[config.mk]
export PLATFORM = sky130hd
export DESIGN_NAME = prog_loader
export DESIGN_NICKNAME = d
export VERILOG_FILES = /design/src/rtl/prog_loader.sv
export SDC_FILE = /design/constraint.sdc
export NUM_CORES = 1
export LEC_CHECK = 0
export ABC_AREA = 1
export CAP_MARGIN = 20
export CORE_ASPECT_RATIO = 0.5
export CORE_UTILIZATION = 55
export CTS_CLUSTER_SIZE = 40
export DETAILED_ROUTE_END_ITERATION = 7
export GPL_TIMING_DRIVEN = 1
export PLACE_DENSITY_LB_ADDON = 0.1
export SLEW_MARGIN = 30
export SYNTH_ARGS = -nofsm -noshare
export SYNTH_HDL_FRONTEND = slang
export SYNTH_SLANG_ARGS = --single-unit
[constraint.sdc]
create_clock -name clk -period 2.05 [get_ports clk]
set_input_delay 0.3075 -clock clk [delete_from_list [all_inputs] [get_ports clk]]
set_output_delay 0.3075 -clock clk [all_outputs]
set_load 0.02 [all_outputs]
[src/rtl/prog_loader.sv]
`default_nettype none
// ============================================================================
//  Module      : prog_loader
//  Description : Framed byte-stream boot loader. Parses CMD/LEN/DATA/CSUM
//                frames from a host byte channel, writes words into the
//                instruction memory or register file, and holds the core in
//                reset until a RUN command arrives.
//  Revision    : 1.0 - initial release
// ============================================================================
module prog_loader #(
    parameter int  XLEN       = 32,
    parameter int  IMEM_BYTES = 1024,
    parameter int  NREGS      = 32,
    localparam int BYTES      = XLEN / 8,
    localparam int IMEM_AW    = $clog2(IMEM_BYTES),
    localparam int RF_AW      = $clog2(NREGS)
) (
    input  logic               clk,
    input  logic               rst,
    input  logic               in_valid,
    input  logic [7:0]         in_data,
    output logic               in_ready,
    output logic               imem_we,
    output logic [IMEM_AW-1:0] imem_addr,
    output logic [XLEN-1:0]    imem_wdata,
    output logic               rf_we,
    output logic [RF_AW-1:0]   rf_waddr,
    output logic [XLEN-1:0]    rf_wdata,
    output logic               core_rst,
    output logic               busy,
    output logic [2:0]         err
);

    // Width of the byte-within-word counter (at least one bit)
    localparam int c_bcw = (BYTES > 1) ? $clog2(BYTES) : 1;

    localparam logic [7:0] c_cmd_imem = 8'h01;
    localparam logic [7:0] c_cmd_regs = 8'h02;
    localparam logic [7:0] c_cmd_run  = 8'h03;
    localparam logic [7:0] c_cmd_halt = 8'h04;

    typedef enum logic [2:0] {
        S_IDLE = 3'd0,
        S_LEN0 = 3'd1,
        S_LEN1 = 3'd2,
        S_DATA = 3'd3,
        S_CSUM = 3'd4,
        S_RUN  = 3'd5
    } state_t;

    state_t             r_state;
    state_t             w_next;

    logic               r_in_ready;
    logic               r_tgt_regs;     // 0: imem target, 1: regfile target
    logic [15:0]        r_len;
    logic [15:0]        r_wcnt;         // words completed in this frame
    logic [c_bcw-1:0]   r_bcnt;         // bytes accepted in the current word
    logic [XLEN-1:0]    r_word;
    logic [7:0]         r_sum;
    logic [2:0]         r_err;
    logic               r_core_rst;

    logic               r_imem_we;
    logic [IMEM_AW-1:0] r_imem_addr;
    logic [XLEN-1:0]    r_imem_wdata;
    logic               r_rf_we;
    logic [RF_AW-1:0]   r_rf_waddr;
    logic [XLEN-1:0]    r_rf_wdata;

    logic               w_accept;
    logic               w_last_byte;
    logic               w_last_word;
    logic [15:0]        w_len_full;
    logic [31:0]        w_byte_off;
    logic [XLEN-1:0]    w_word_full;

    assign w_accept    = in_valid & r_in_ready;
    assign w_last_byte = (r_bcnt == c_bcw'(BYTES - 1));
    assign w_last_word = (r_wcnt == (r_len - 16'd1));
    assign w_len_full  = {in_data, r_len[7:0]};
    assign w_byte_off  = {16'd0, r_wcnt} * 32'(BYTES);

    // Current word with the incoming byte merged into its little-endian lane
    always_comb begin
        w_word_full = r_word;
        for (int i = 0; i < BYTES; i++) begin
            if (r_bcnt == c_bcw'(i)) begin
                w_word_full[i*8 +: 8] = in_data;
            end
        end
    end

    // State register
    always_ff @(posedge clk) begin
        if (rst) begin
            r_state <= S_IDLE;
        end else begin
            r_state <= w_next;
        end
    end

    // Next-state decode; transitions only on an accepted byte
    always_comb begin
        w_next = r_state;
        case (r_state)
            S_IDLE: begin
                if (w_accept) begin
                    if (in_data == c_cmd_imem || in_data == c_cmd_regs) begin
                        w_next = S_LEN0;
                    end else if (in_data == c_cmd_run) begin
                        w_next = S_RUN;
                    end
                end
            end
            S_LEN0: if (w_accept) w_next = S_LEN1;
            S_LEN1: begin
                if (w_accept) begin
                    w_next = (w_len_full == 16'd0) ? S_CSUM : S_DATA;
                end
            end
            S_DATA: begin
                if (w_accept && w_last_byte && w_last_word) begin
                    w_next = S_CSUM;
                end
            end
            S_CSUM: if (w_accept) w_next = S_IDLE;
            S_RUN: begin
                if (w_accept && in_data == c_cmd_halt) begin
                    w_next = S_IDLE;
                end
            end
            default: w_next = S_IDLE;
        endcase
    end

    // Frame datapath: length capture, word assembly, checksum, write strobes
    always_ff @(posedge clk) begin
        if (rst) begin
            r_in_ready   <= 1'b0;
            r_tgt_regs   <= 1'b0;
            r_len        <= '0;
            r_wcnt       <= '0;
            r_bcnt       <= '0;
            r_word       <= '0;
            r_sum        <= '0;
            r_err        <= '0;
            r_core_rst   <= 1'b1;
            r_imem_we    <= 1'b0;
            r_imem_addr  <= '0;
            r_imem_wdata <= '0;
            r_rf_we      <= 1'b0;
            r_rf_waddr   <= '0;
            r_rf_wdata   <= '0;
        end else begin
            r_in_ready <= 1'b1;
            r_imem_we  <= 1'b0;
            r_rf_we    <= 1'b0;
            if (w_accept) begin
                case (r_state)
                    S_IDLE: begin
                        if (in_data == c_cmd_imem || in_data == c_cmd_regs) begin
                            r_tgt_regs <= (in_data == c_cmd_regs);
                            r_sum      <= '0;
                            r_bcnt     <= '0;
                            r_wcnt     <= '0;
                            r_word     <= '0;
                        end else if (in_data == c_cmd_run) begin
                            r_core_rst <= 1'b0;
                        end else if (in_data != c_cmd_halt) begin
                            r_err[0] <= 1'b1;
                        end
                    end
                    S_LEN0: r_len[7:0]  <= in_data;
                    S_LEN1: r_len[15:8] <= in_data;
                    S_DATA: begin
                        r_word <= w_word_full;
                        r_sum  <= r_sum + in_data;
                        if (w_last_byte) begin
                            r_bcnt <= '0;
                            r_wcnt <= r_wcnt + 16'd1;
                            if (!r_tgt_regs) begin
                                // No wrap: out-of-range words are dropped and flagged
                                if (w_byte_off < 32'(IMEM_BYTES)) begin
                                    r_imem_we    <= 1'b1;
                                    r_imem_addr  <= w_byte_off[IMEM_AW-1:0];
                                    r_imem_wdata <= w_word_full;
                                end else begin
                                    r_err[1] <= 1'b1;
                                end
                            end else begin
                                // x0 is hardwired: its word is consumed silently
                                if (r_wcnt == 16'd0) begin
                                    r_rf_we <= 1'b0;
                                end else if ({16'd0, r_wcnt} < 32'(NREGS)) begin
                                    r_rf_we    <= 1'b1;
                                    r_rf_waddr <= r_wcnt[RF_AW-1:0];
                                    r_rf_wdata <= w_word_full;
                                end else begin
                                    r_err[1] <= 1'b1;
                                end
                            end
                        end else begin
                            r_bcnt <= r_bcnt + c_bcw'(1);
                        end
                    end
                    S_CSUM: begin
                        if (in_data != r_sum) begin
                            r_err[2] <= 1'b1;
                        end
                    end
                    S_RUN: begin
                        if (in_data == c_cmd_halt) begin
                            r_core_rst <= 1'b1;
                        end
                    end
                    default: begin
                        r_core_rst <= r_core_rst;
                    end
                endcase
            end
        end
    end

    assign in_ready   = r_in_ready;
    assign imem_we    = r_imem_we;
    assign imem_addr  = r_imem_addr;
    assign imem_wdata = r_imem_wdata;
    assign rf_we      = r_rf_we;
    assign rf_waddr   = r_rf_waddr;
    assign rf_wdata   = r_rf_wdata;
    assign core_rst   = r_core_rst;
    assign err        = r_err;
    assign busy       = (r_state == S_LEN0) || (r_state == S_LEN1) ||
                        (r_state == S_DATA) || (r_state == S_CSUM);

endmodule
`default_nettype wire

### Word level (Yosys, flattened, before mapping)

Index checks and enable logic that the tools add are counted.

* bits in registers: 162
* bits of input ports: 11
* output and inout bits: 87
* word-level logic and storage cells: 125

* add/subtract/negate cells: 4
* $lt $le $gt $ge: 2
* eq/ne operators: 30
* mux-type cells: 35
* bitwise gates (word level): 8
* reductions and logical operators: 27

Operators with widths (count)
* 32-bit case mux with 2 select lines: 1
* 8-bit 2-to-1 mux: 5
* 16-bit logical NOT: 2
* 16-bit 2-to-1 mux: 2
* 32-bit 2-to-1 mux: 1
* 16-bit case mux with 2 select lines: 1
* 2-bit inequality test (second input constant): 14
* 3-bit 2-to-1 mux: 9
* 18-bit by 11-bit < comparator with 1-bit output (second input constant): 1
* 3-bit case mux with 6 select lines: 1
* 16-bit by 1-bit adder with 16-bit output (second input constant): 1
* 16-bit equality test: 1
* 8-bit by 2-bit equality test with 1-bit output (second input constant): 2
* 16-bit by 6-bit < comparator with 1-bit output (second input constant): 1
* 8-bit case mux with 2 select lines: 1
* 16-bit by 1-bit subtractor with 16-bit output (second input constant): 1
* 5-bit AND reduction: 3
* 6-bit AND reduction: 2
* 1-bit 2-to-1 mux: 10
* 3-bit AND reduction: 3
* 8-bit adder: 1
* 8-bit by 1-bit equality test with 1-bit output (second input constant): 1
* 8-bit by 3-bit equality test with 1-bit output (second input constant): 1
* 8-bit by 3-bit inequality test with 1-bit output (second input constant): 1
* other kinds (23): 40

### Logic depth before layout (Yosys ltp)

Gate-level depths: netlist of run 1.

* depth in word-level cells: 5
* mapped depth: 17

### Worst setup path after synthesis of run 1

No wires, ideal clock.

* path kind: flip-flop to flip-flop
* from: register r_len[0]
* to: register r_state[2]
* library setup time: 0.115 ns
* data arrival time: 1.752 ns
* data required time: 1.935 ns
* slack: 0.183 ns
* stages on the path, launching flop included: 15
* clock period less this slack: 1.867 ns
* cells stage by stage: dfxtp_1 inv_1 ha_1 clkbuf_1 nand2_1 nor2_1 nand2_1 nand2_1 nand3_1 nor3_1 nand3_1 nand2_2 nand3_1 nand2_1 nor2_1

* cells in the longest elaborated chain, start to end: 5
* elaborated cells on any way between the ends: 9
* classes of those cells: add/sub (1); eq/ne (2); mux (3); reduce/logical (3)

RTL lines
* from (decl): line 56 `logic [15:0] r_len;`
* from (signal assigned): line 174 `S_LEN0: r_len[7:0] <= in_data;`
* 16-bit by 1-bit subtractor with 16-bit output: line 80 `assign w_last_word = (r_wcnt == (r_len - 16'd1));`
* 16-bit equality test: line 80
* 1-bit logical AND: line 123 `if (w_accept && w_last_byte && w_last_word) begin`
* 2-bit inequality test (no line)
* 7-bit AND reduction (no line)
* to (signal assigned): line 99 `r_state <= w_next;`
* to (decl): line 51 `state_t r_state;`

Several ways; a longest one is shown, not always the timed one. The select of a mux whose other input is x is not followed.
A chain may end at the register's enable or synchronous reset.

### Worst setup path after layout of run 1

* from: input in_data[0]
* to: register r_sum[6]

* cells in the longest elaborated chain, start to end: 4
* elaborated cells on any way between the ends: 7
* classes of those cells: add/sub (1); eq/ne (3); mux (1); reduce/logical (2)

RTL lines
* from (decl): line 21 `input logic [7:0] in_data,`
* parallel branches: the longest is 4 deep, another holds 8-bit adder
* to (signal assigned): line 178 `r_sum <= r_sum + in_data;`
* to (decl): line 60 `logic [7:0] r_sum;`

Several ways; the timed one is not identified.

==> results of run 1 <==
==> cells by family after synthesis <==
| family | count (synthesis) | share of synthesized area |
|---|---|---|
| other | 1 | 0.0004876 |
| buffers and inverters | 175 | 0.09208 |
| flip-flops | 162 | 0.4217 |
| AO/OA/AOI/OAI | 279 | 0.1889 |
| XOR/XNOR | 17 | 0.01936 |
| adder cells (fa/ha/maj) | 16 | 0.02701 |
| AND/OR/NAND/NOR | 444 | 0.2505 |
==> registers in the layout, summed over array words and instances, names as in the netlist <==
name	flops
imem_wdata	32
r_wcnt	16
err	3
r_bcnt	2
core_rst	1
r_len	16
rf_we	1
in_ready	1
r_state	3
imem_addr	8
rf_wdata	32
rf_waddr	5
r_tgt_regs	1
r_word	32
imem_we	1
r_sum	8
==> metal layers <==
metal	part of all wire	up-vias	global-route usage
li1	-	3808	-
met5	0	-	0
met1	0.45	3583	0.3885
met3	0.065	30	0.05076
met4	0.014	0	0.08763
met2	0.47	250	0.4901
==> where the power goes <==
part           leakage [nW]  switching, mW  internal, mW
Clock                 0.293           1.51          1.76
Sequential             1.31         0.0933          3.22
Combinational          2.31           1.02         0.643
==> worst min path at each step <==
stage	to	slack, ns	depth (start not counted)
finish	r_state[0]	0.34	4
global route	r_state[2]	0.40	4
CTS	r_state[0]	0.33	4
detailed placement	imem_wdata[9]	0.43	2
global placement	imem_wdata[5]	0.43	2
floorplan	r_word[18]	0.44	2
==> what timing repair did <==
item                       4_1_cts  5_1_grt
pin swaps                        0        9
resized for setup                2       28
setup buffers                    0        6
hold buffers                     0        0
setup endpoints to repair        2        5
hold endpoints to repair         0        0
==> layout by cell type, fill, tap and decap left out, types with 5 or more instances in the layout <==
cell / Yosys / layout
a21oi_1: 156 / 155
inv_2: 11 / 14
clkdlybuf4s50_1: 0 / 93
xor2_1: 12 / 12
o21ai_0: 91 / 90
clkbuf_16: 0 / 17
nand2_1: 197 / 194
ha_1: 15 / 13
nand3_2: 1 / 6
nor2_1: 150 / 145
buf_12: 0 / 5
inv_1: 102 / 98
nor3_1: 11 / 11
nand3_1: 43 / 38
dfxtp_1: 162 / 160
nand2_2: 3 / 6
nand4_1: 10 / 10
o21ai_1: 17 / 18
nor2_2: 5 / 8
xnor2_1: 5 / 5
buf_4: 5 / 65
==> final cells by class <==
type,instances,area [sq um]
fill,1121,3690
multi-input combinational,758,3826
inverter,113,426.7
tap,192,240.2
timing repair buffer,166,1544
clock inverter,15,190.2
clock buffer,17,425.4
sequential,162,3246
==> through the flow <==
step,hold WS [ns],instances
finish,0.3411,1423
global route,0.3963,1423
CTS,0.3304,1417
detailed placement,0.4334,1385
global placement,0.4328,1385
floorplan,0.4404,1095
==> worst max-delay path: cells and delay by family <==
kind,cells,cell delay [ns]
simple gates,2,0.19
buf+inv,1,0.44
compound gates,6,0.84
fa+ha+maj,2,0.55
==> results.toml, run 1 <==
[yosys]
syn_area_sq_mm = 0.007691
netlist.top_cell.by_area = "dfxtp_1"
synthArstFlopShare = 0
synthTopCellsByCount = "nand2_1 (197), dfxtp_1 (162), a21oi_1 (156), nor2_1 (150), inv_1 (102)"
synth-edff-count = 0
ys_types = 43
seq_area_frac_synth = 0.4217
synthFlopType = "dfxtp_1"
synth_warnings = 0
yosysMostFrequentCell = "nand2_1"
ys_ff_latch = 162
synthTopCellsByArea = "dfxtp_1 (42%), a21oi_1 (10%), nand2_1 (9.6%), nor2_1 (7.3%), o21ai_0 (5.9%)"
synth.avg_cell_area_sq_um = 7.030
yosysTopAreaCellShare = 0.4217
synthCells = 1094

[floorplanning]
die-area_sq_mm = 0.01449
rows = 30
core_area_sq_mm = 0.01359
die_w_microns = 169.2
initial_core_util = 0.5660
dieHeight_microns = 85.62
ios = 98

[outcome]
status = "complete, no violations"

[setup_path]
r2r_cells = 6
worstSetupPathType = "in2reg"
cp.arrival_ns = 2.33
rr_endpoint = "imem_wdata[31]"
reg2reg_from = "r_wcnt[15]"
crit_path_end_kind = "flip-flop"
startpoint = "in_data[0]"
r2r_setup_slack_ns = 0.08
worstSetupEndpoint = "r_sum[6]"
cp.required_ns = 2.40
critPathSlowestCell = "clkdlybuf4s50_1"
cpPeakStageDelay_ns = 0.44
start_kind = "input pin"
path_max_fanout = 2
critPathMostFrequentCell = "nand2_1"
cp_cell_sequence = "clkdlybuf4s50_1 > ha_2 > fa_2 > nand2_1 > a21boi_0 > o21ai_1 > nand2_1 > a21oi_2 > o21ai_0 > a21o_1 > a21oi_1"

[clock_tree]
clockRootBuffer = "clkbuf_16"
numCtsBuffers = 17
cts_tree = "yes"
clk_latency_ns = 0.44
cts_max_level = 4
clock_sinks = 162
cts_max_path_buffers = 2
path_clk_slew_ns = 0.07

[sta]
tightestPinTransition_ns = 0.7435
max_freq_mhz = 504.7
relSlewSlack = 0.5043
hold_viol_final = 0
maxSlewViolCount = 0
fin_skew_ns = 0.01672
fin_ws_ns = 0.06875
period_share = 0.9665
fin_setup_tns_ns = 0
finalSetupViolations = 0
rsz0062_at_grt = "true"
period_needed_ns = 1.981

[route]
drt_pre_antenna_iters = 7
dr_total_vias = 7671
wire_per_inst_microns = 14.62
drt_iter0_drc = 701
drc = 0
drtAntennaViolNets = 0
wirelength_microns = 20800
viasPerCell = 5.391

[finish]
final_util = 0.7285
final_nets = 1245
area_growth_pct = 28.70
drive_above_1_share = 0.1340
n_antenna_cell = 0
post-route-cell-area_sq_mm = 0.009898

[global_routing]
grt_pass1_vias = 7030
grt_max_degree = 62
overflow = 0
antenna_found_initial = 0
grt_pass1_wl_microns = 33850
grtUsageTotal = 0.2923

[place]
dp_hpwl_microns = 14060
port-buffer-count = 95
gp_congestion = 0.9393
dp_slack_ns = -0.4858
placed_cell_area_sq_mm = 0.009148

[power]
cellPowerDensity_mw_per_mm2 = 833.4
vdd_drop_max_v = 0.0005996
power.leakage_nw = 3.914
power_mw = 8.249

[worst_hold_path]
min_from = "rst"
hp-class = "in2reg"

[job]
cap_violations = 0
No activity file was read; power rests on OpenSTA's default activity.
==> run 2: changes to the inputs <==
--- a/config.mk
+++ b/config.mk
@@ -9,6 +9,7 @@
 export CAP_MARGIN = 20
 export CORE_ASPECT_RATIO = 0.5
 export CORE_UTILIZATION = 55
+export CTS_BUF_LIST = sky130_fd_sc_hd__clkbuf_4
 export CTS_CLUSTER_SIZE = 40
 export DETAILED_ROUTE_END_ITERATION = 7
 export GPL_TIMING_DRIVEN = 1
==> run 2 against run 1 <==
Compared with the run above: first-iteration DRC count shrank 15%; clock skew grew 0.012 ns; utilization shrank 2.2 points; design area shrank 3.1%; sequential share of layout area grew 1.1 points; sequential cell count is the same; critical path type is now reg2reg; highest routed layer unchanged; largest cell class unchanged; clock power shrank 37%; final cell count is essentially flat.
==> results.toml, run 2 (synthesized netlist as in run 1, its figures left out) <==
[route]
wire_per_inst_microns = 14.25
drt_iter0_drc = 598
drc = 0
dr_total_vias = 7618
viasPerCell = 5.357
wirelength_microns = 20260
drt_pre_antenna_iters = 7
drtAntennaViolNets = 0

[place]
dp.cells = 1385
placed_cell_area_sq_mm = 0.009148
port-buffer-count = 95
dp_slack_ns = -0.4858
gp_congestion = 0.9393
dp_hpwl_microns = 14060

[finish]
multi_input_area_sq_mm = 0.003826
instances_no_fill = 1422
final_nets = 1244
final_util = 0.7062
layout_common_cells = "nand2_1 (194), a21oi_1 (155), dfxtp_1 (155)"
post-route-cell-area_sq_mm = 0.009595
final_common_cell = "nand2_1"
area_growth_pct = 24.76
fillers = 1167
n_antenna_cell = 0
ff_latch_area_sq_mm = 0.003252
drive_above_1_share = 0.1382

[sta]
finalSetupViolations = 0
tightestPinTransition_ns = 0.7430
relSlewSlack = 0.5047
max_freq_mhz = 512.4
fin_skew_ns = 0.02830
period_share = 0.9521
fin_setup_tns_ns = 0
rsz0062_at_grt = "true"
fin_ws_ns = 0.09823
period_needed_ns = 1.952
maxSlewViolCount = 0
hold_viol_final = 0
finalHoldWorstSlack_ns = 0.1974

[global_routing]
antenna_found_initial = 0
grt_pass1_vias = 6938
grt_max_degree = 62
grt_pass1_wl_microns = 32930
overflow = 0
grtUsageTotal = 0.2837

[worst_hold_path]
min_from = "rst"
hp-class = "in2reg"

[setup_path]
cp.required_ns = 2.55
cp.arrival_ns = 2.45
reg2reg_from = "r_sum[0]"
start_kind = "flip-flop"
crit_path_end_kind = "flip-flop"
worstSetupPathType = "reg2reg"
startpoint = "r_sum[0]"
path_max_fanout = 2

[power]
swShare = 0.3513
cellPowerDensity_mw_per_mm2 = 732.1
pwr-share-seq = 0.474
vdd_drop_max_v = 0.0003429
pwr-share-clk = 0.292
p_int_mw = 4.557
p_sw_mw = 2.468
power.leakage_nw = 3.781
power_mw = 7.025
power_frac_comb = 0.234

[clock_tree]
cts_max_level = 4
clock_sinks = 162
path_clk_slew_ns = 0.15
cts_max_path_buffers = 2
postCtsHoldBufs = 0
clk_latency_ns = 0.58
clockRootBuffer = "clkbuf_4"
cts_tree = "yes"
numCtsBuffers = 17

[job]
cap_violations = 0

[floorplanning]
ios = 98
core_area_sq_mm = 0.01359
initial_core_util = 0.5660
die_w_microns = 169.2
rows = 30
dieHeight_microns = 85.62
die-area_sq_mm = 0.01449

[outcome]
status = "complete, no violations"
## run 2: timing repair
action | CTS | global route
endpoints found under the setup margin | 2 | 11
gates resized for setup | 4 | 35
pin swaps | 0 | 10
buffers inserted | 0 | 5
## run 2: final cells by class
cell class | instances | area share
clock inverter | 15 | 0.01982
timing repair buffer | 165 | 0.1597
sequential | 162 | 0.3389
inverter | 113 | 0.04446
multi-input combinational | 758 | 0.3987
tap | 192 | 0.02504
clock buffer | 17 | 0.01330
## run 2: critical path, stage by stage, from the launching register on
cell and delay [ns]:
dfxtp_2 0.35, ha_1 0.21, fa_2 0.35, nand2_1 0.09, a21boi_1 0.08, o21ai_1 0.19
nand2_1 0.10, a21oi_2 0.17, o21ai_0 0.09, a21o_1 0.16, a21oi_1 0.10
## run 2: layer usage
metal | share of wire | track usage | wire length, microns | vias up
met2 | 0.47 | 0.4759 | 9431 | 215
met3 | 0.055 | 0.05861 | 1115 | 26
met4 | 0.014 | 0.07535 | 275 | 0
li1 | - | - | - | 3800
met1 | 0.47 | 0.3746 | 9441 | 3577
met5 | 0 | 0 | 0 | -
## run 2: final timing paths
check | to | slack (ns) | cells past startpoint
min reg2reg | imem_wdata[6] | 0.45 | 2
max reg2reg | r_sum[6] | 0.1 | 10
min | r_state[0] | 0.20 | 4
max | r_sum[6] | 0.1 | 10
## run 2: power groups by stage
stage | Combinational [mW] | Clock [mW] | Sequential (mW)
2_1_floorplan | 1.06 | 0 | 3.37
3_3_place_gp | 1.49 | 0 | 3.38
3_5_place_dp | 1.53 | 0 | 3.38
4_1_cts | 1.53 | 2.09 | 3.32
5_1_grt | 1.85 | 2.22 | 3.34
6_report | 1.65 | 2.05 | 3.33
